<file path="src/rtl/sample_byte_serializer.sv">
// sample_byte_serializer
// Splits 16-bit ADC samples into an 8-bit byte stream, MSB first, with an
// optional per-packet sequence header byte. The output tlast marks the final
// byte of each packet so the downstream COBS encoder frames one packet at a time.
module sample_byte_serializer #(
  parameter int ENABLE_SEQ  = 1,
  parameter int MAX_SAMPLES = 64
) (
  input  logic        clk,
  input  logic        rst,
  // sample stream (slave side)
  input  logic [15:0] sample_tdata,
  input  logic        sample_tvalid,
  output logic        sample_tready,
  input  logic        sample_tlast,
  input  logic        sample_tuser,
  // byte stream (master side)
  output logic [7:0]  byte_tdata,
  output logic        byte_tvalid,
  input  logic        byte_tready,
  output logic        byte_tlast,
  output logic        byte_tuser
);

  localparam int CW = $clog2(MAX_SAMPLES + 1);

  typedef enum logic [1:0] {
    IDLE     = 2'd0,
    SEND_SEQ = 2'd1,
    SEND_HI  = 2'd2,
    SEND_LO  = 2'd3
  } state_t;

  state_t          state_r,     state_nx_s;
  logic [15:0]     hold_data_r, hold_data_nx_s;
  logic            hold_last_r, hold_last_nx_s;
  logic [7:0]      seq_r,       seq_nx_s;
  logic            sof_r,       sof_nx_s;
  logic [CW-1:0]   count_r,     count_nx_s;
  logic [7:0]      tdata_r,     tdata_nx_s;
  logic            tvalid_r,    tvalid_nx_s;
  logic            tlast_r,     tlast_nx_s;

  logic            sample_hs_s;
  logic            byte_hs_s;
  logic            unused_s;

  // The sample user sideband carries nothing this block needs.
  assign unused_s = sample_tuser;

  assign byte_tdata  = tdata_r;
  assign byte_tvalid = tvalid_r;
  assign byte_tlast  = tlast_r;
  assign byte_tuser  = 1'b0;

  assign sample_hs_s = sample_tvalid & sample_tready;
  assign byte_hs_s   = tvalid_r & byte_tready;

  // Sample acceptance: always when idle, and on the LSB byte only when that
  // byte is leaving, so the next sample can follow with no bubble.
  always_comb begin
    sample_tready = 1'b0;
    case (state_r)
      IDLE:    sample_tready = 1'b1;
      SEND_LO: sample_tready = byte_tready;
      default: sample_tready = 1'b0;
    endcase
  end

  // Next-state, bookkeeping and next registered output values.
  always_comb begin
    state_nx_s     = state_r;
    hold_data_nx_s = hold_data_r;
    hold_last_nx_s = hold_last_r;
    seq_nx_s       = seq_r;
    sof_nx_s       = sof_r;
    count_nx_s     = count_r;
    tdata_nx_s     = tdata_r;
    tvalid_nx_s    = tvalid_r;
    tlast_nx_s     = tlast_r;

    case (state_r)
      IDLE: begin
        state_nx_s = IDLE;
      end
      SEND_SEQ: begin
        if (byte_hs_s) begin
          state_nx_s = SEND_HI;
          sof_nx_s   = 1'b0;
        end else begin
          state_nx_s = SEND_SEQ;
        end
      end
      SEND_HI: begin
        if (byte_hs_s) begin
          state_nx_s = SEND_LO;
        end else begin
          state_nx_s = SEND_HI;
        end
      end
      SEND_LO: begin
        if (byte_hs_s) begin
          state_nx_s = IDLE;
          if (hold_last_r) begin
            count_nx_s = {CW{1'b0}};
            sof_nx_s   = 1'b1;
            seq_nx_s   = seq_r + 8'd1;
          end else begin
            count_nx_s = count_r + CW'(1);
          end
        end else begin
          state_nx_s = SEND_LO;
        end
      end
      default: begin
        state_nx_s = IDLE;
      end
    endcase

    // A new sample is judged against the count/sof as already updated by the
    // byte leaving this cycle, so back-to-back samples are numbered correctly.
    if (sample_hs_s) begin
      hold_data_nx_s = sample_tdata;
      hold_last_nx_s = sample_tlast | (count_nx_s == CW'(MAX_SAMPLES - 1));
      state_nx_s     = (sof_nx_s && (ENABLE_SEQ != 0)) ? SEND_SEQ : SEND_HI;
    end else begin
      hold_data_nx_s = hold_data_nx_s;
    end

    // Output values follow the state being entered; with no handshake every
    // input to this decode is unchanged, so a stalled byte stays stable.
    case (state_nx_s)
      IDLE: begin
        tvalid_nx_s = 1'b0;
        tdata_nx_s  = 8'd0;
        tlast_nx_s  = 1'b0;
      end
      SEND_SEQ: begin
        tvalid_nx_s = 1'b1;
        tdata_nx_s  = seq_nx_s;
        tlast_nx_s  = 1'b0;
      end
      SEND_HI: begin
        tvalid_nx_s = 1'b1;
        tdata_nx_s  = hold_data_nx_s[15:8];
        tlast_nx_s  = 1'b0;
      end
      SEND_LO: begin
        tvalid_nx_s = 1'b1;
        tdata_nx_s  = hold_data_nx_s[7:0];
        tlast_nx_s  = hold_last_nx_s;
      end
      default: begin
        tvalid_nx_s = 1'b0;
        tdata_nx_s  = 8'd0;
        tlast_nx_s  = 1'b0;
      end
    endcase
  end

  // State, holding and output registers; reset drops any partial packet.
  always_ff @(posedge clk) begin
    if (rst) begin
      state_r     <= IDLE;
      hold_data_r <= 16'd0;
      hold_last_r <= 1'b0;
      seq_r       <= 8'd0;
      sof_r       <= 1'b1;
      count_r     <= {CW{1'b0}};
      tdata_r     <= 8'd0;
      tvalid_r    <= 1'b0;
      tlast_r     <= 1'b0;
    end else begin
      state_r     <= state_nx_s;
      hold_data_r <= hold_data_nx_s;
      hold_last_r <= hold_last_nx_s;
      seq_r       <= seq_nx_s;
      sof_r       <= sof_nx_s;
      count_r     <= count_nx_s;
      tdata_r     <= tdata_nx_s;
      tvalid_r    <= tvalid_nx_s;
      tlast_r     <= tlast_nx_s;
    end
  end

endmodule

</file>
<file path="config.mk">
export PLATFORM = sky130hd
export DESIGN_NAME = sample_byte_serializer
export DESIGN_NICKNAME = d
export VERILOG_FILES = /design/src/rtl/sample_byte_serializer.sv
export SDC_FILE = /design/constraint.sdc
export NUM_CORES = 1
export LEC_CHECK = 0
export ABC_AREA = 1
export BUFFER_PORTS_ARGS = -buffer_cell sky130_fd_sc_hd__buf_2
export CAP_MARGIN = 10
export CORE_ASPECT_RATIO = 1.2
export CORE_MARGIN = 2
export CORE_UTILIZATION = 57
export DETAILED_ROUTE_END_ITERATION = 6
export HOLD_SLACK_MARGIN = 0.08
export PLACE_DENSITY = 0.89
export RECOVER_POWER = 50
export SETUP_SLACK_MARGIN = 0.2
export SLEW_MARGIN = 20
export SYNTH_ARGS = -nofsm -noshare
export SYNTH_HDL_FRONTEND = slang
export SYNTH_SLANG_ARGS = --single-unit
</file>
<file path="constraint.sdc">
create_clock -name clk -period 2.4 [get_ports clk]
set_input_delay 0.36 -clock clk [delete_from_list [all_inputs] [get_ports clk]]
set_output_delay 0.36 -clock clk [all_outputs]
set_load 0.1 [all_outputs]
</file>
==> results.toml <==
[status]
status = "finished clean"

[cts]
cts_buffers = 5
clkTransAtPathRegs_ns = 0.08
cts_tree = "yes"
root_buffer = "clkbuf_8"
clkSinkCount = 45
ctsHoldBuffers = 0
clk_latency_ns = 0.30
h-tree-depth = 2
cts_buffer_depth = 2

[routing]
wire_per_inst_um = 11.5
route.detailed.drc = 0
viasPerCell = 4.99
drt_iter0_markers = 106
drtAntennaViolNets = 0
dr.pass1.iters = 4
vias = 2139
drt_wl_total_mm = 4.95

[timing]
worstMarginPinSlew_ns = 1.17
setup_violations = 0
hold_ws_ns = 0.327
max_slew_margin_pct = 22.4
setup_tns_ns = 0
rsz0062_at_grt = "no"
hold_violations = 0
max_freq_ghz = 0.480
fin_crit_sh_pct = 86.8
fin_crit_ns = 2.08
clock_skew_ns = 0.00193
slew_violations = 0

[yosys]
synthTopCellsByArea = "dfxtp_1 37%, nand2_1 12%, inv_1 9.3%"
synthFlopType = "dfxtp_1"
netlist_instances = 342
ys_async_sr_fraction_pct = 0
yosys_register_bits = 45
yosys.cell_types.count = 36
seq_area_frac_synth_pct = 37.2
synthesis.area_um2 = 2420
syn_nets = 370
synth_edf_count = 0
syn_area_per_cell_um2 = 7.09
yosys.area.top_type = "dfxtp_1"
yosysWarningCount = 0
synth_top_area_share_pct = 37.2

[setup_path]
critical_path_peak_fanout = 8
cp.required_ns = 2.04
cp_common_cell = "nand2_1"
path_cells = "ha_1 > nand2_1 > nand2_1 > nand2_4 > inv_1 > clkbuf_4"
startpoint = "state_r[1]"
cp-end-kind = "output port"
r2r-start = "state_r[1]"
critPathSlowestCell = "dfxtp_1"
worstPathArrival_ns = 1.72
cp_top_family = "flip-flops"
r2r_setup_slack_ns = 0.34
critPathMaxStageDelay_ns = 0.38
crit_type = "flop to output port"
path_buf_inv = 2
cp-start-kind = "flop"

[floorplan]
io_pins = 34
fp.dieH_um = 75.5
dieArea_um2 = 4790
fp.coreArea_um2 = 4160
num_rows = 26
dieWidth_um = 63.5
initial_core_util_pct = 58.2

[grt]
grt_usage_pct = 22.3
grt_pass1_wl_mm = 8.38
grt_pass1_vias = 2059
grt_remaining_overflow = 0
antenna_found_initial = 0
grt_max_degree = 29

[flow_run]
maxCapViolations = 0

[placement]
port_buffers = 31
place.gp.congestion = 0.864
dp.cells = 421
post-dp-hpwl_mm = 3.73

[final_layout]
drive_gt1_share_pct = 15.3
finalNonFillerCells = 429
final_nets = 400
area_growth_syn_to_layout_pct = 9.39
num_antenna_cells = 0

[power_and_ir_drop]
power.density_nw_per_um2 = 849
power.leakage_uw = 0.00128
ir_drop_mv = 0.703

[min_path]
hold_class = "primary input to flop"
min_from = "sample_tdata[15]"
[where the power goes]
group	internal (uW)	total [uW]	switching, uW
clock network	201	463	262
logic	222	917	695
registers	830	872	41.8
[cell type report]
class                   instances  area, um2
clock inverters                 3       17.5
flip-flops and latches         45        901
fillers                       403       1510
multi-input cells             222       1190
clock buffers                   5       68.8
well taps                      56       70.1
repair buffers                 33        160
inverters                      65        249
[per-stage QoR]
step           worst slack (ns)  power (uW)  utilization (%)  cell area [um2]
2_1_floorplan             0.207        1710                -             2420
3_3_place_gp              0.443        1760             61.9             2580
3_5_place_dp              0.363        1800             61.9             2580
4_1_cts                   0.231        2250             64.0             2670
5_1_grt                   0.160        2370             63.7             2650
6_report                  0.317        2250             63.7             2650
[per-layer routing]
metal  up-vias  part of all wire (%)  global-route usage (%)
li1       1099                     -                       -
met1       951                    39                    23.0
met2        67                    52                    42.5
met3        22                   5.2                    4.73
met4         0                   3.5                    12.3
met5         -                     0                       0
[layout by cell type, fill, tap and decap left out, types with 3 or more instances in the layout]
| master | Yosys | final |
|---|---|---|
| nand2_2 | 4 | 3 |
| a21oi_1 | 12 | 12 |
| nor3_1 | 4 | 4 |
| nand2_1 | 80 | 81 |
| nor2_8 | 3 | 3 |
| nand2_4 | 3 | 3 |
| ha_1 | 6 | 6 |
| o21ai_0 | 3 | 3 |
| buf_2 | 1 | 20 |
| o21a_1 | 3 | 3 |
| inv_2 | 3 | 3 |
| dfxtp_1 | 45 | 45 |
| nor2_1 | 36 | 37 |
| nor2_2 | 4 | 3 |
| nand4_1 | 5 | 5 |
| inv_1 | 60 | 60 |
| xor2_1 | 4 | 4 |
| clkbuf_8 | 0 | 5 |
| nand3_1 | 31 | 31 |
| o21ai_1 | 7 | 7 |
| clkbuf_1 | 3 | 10 |
| nand3_2 | 6 | 6 |
[Yosys cell counts (2+ instances only)]
cell type	count
o21a_1	3
inv_2	3
nand3_1	31
o21ai_0	3
nor2_2	4
clkbuf_1	3
nand2_2	4
nand2_4	3
xor2_1	4
ha_1	6
or2_1	2
nand3_2	6
inv_1	60
nor2_8	3
nor2_1	36
nor3_1	4
dfxtp_1	45
buf_12	2
nand3b_1	2
o21ai_1	7
nand2_1	80
buf_4	2
nand4_1	5
a21oi_1	12
[worst paths after layout]
path                                         to  cells past startpoint
worst max-delay path              sample_tready                      6
worst min-delay path            hold_data_r[15]                      3
worst max register to register    byte_tdata[2]                     13
worst min register to register  hold_data_r[12]                      2
[worst reg2reg max path, cell delays in order (launching register included)]
cell and delay [ns]:
dfxtp_1 0.38, ha_1 0.38, nand2_1 0.09, nand2_1 0.12
nand2_4 0.08, nor2_8 0.11, buf_4 0.21, nand2_4 0.10
nand2_8 0.15, nor2_4 0.07, nand2_1 0.10, nand3_1 0.08
nand2_1 0.06, inv_1 0.04
[flip-flops by register name, indices dropped and copies added (netlist names)]
name / flops
byte_tdata: 8
byte_tlast: 1
byte_tvalid: 1
count_r: 7
hold_data_r: 16
hold_last_r: 1
seq_r: 8
sof_r: 1
state_r: 2
[logic make-up (layout without fill, tap and decap cells)]
| logic type | Yosys count | in the layout | share of synthesized area [%] |
|---|---|---|---|
| fa+ha+maj | 6 | 6 | 3.10 |
| buf+inv | 75 | 106 | 13.7 |
| other cells | 1 | 1 | 0.155 |
| compound gates | 26 | 26 | 5.78 |
| flops | 45 | 45 | 37.2 |
| simple gates | 184 | 184 | 38.3 |
| xor+xnor | 5 | 5 | 1.81 |
[timing repair]
item | in CTS | in global routing
buffers inserted | 0 | 0
setup endpoints to repair | 0 | 8
gates resized for setup | 0 | 3
Note: power is estimated with default switching activity, not from simulation.
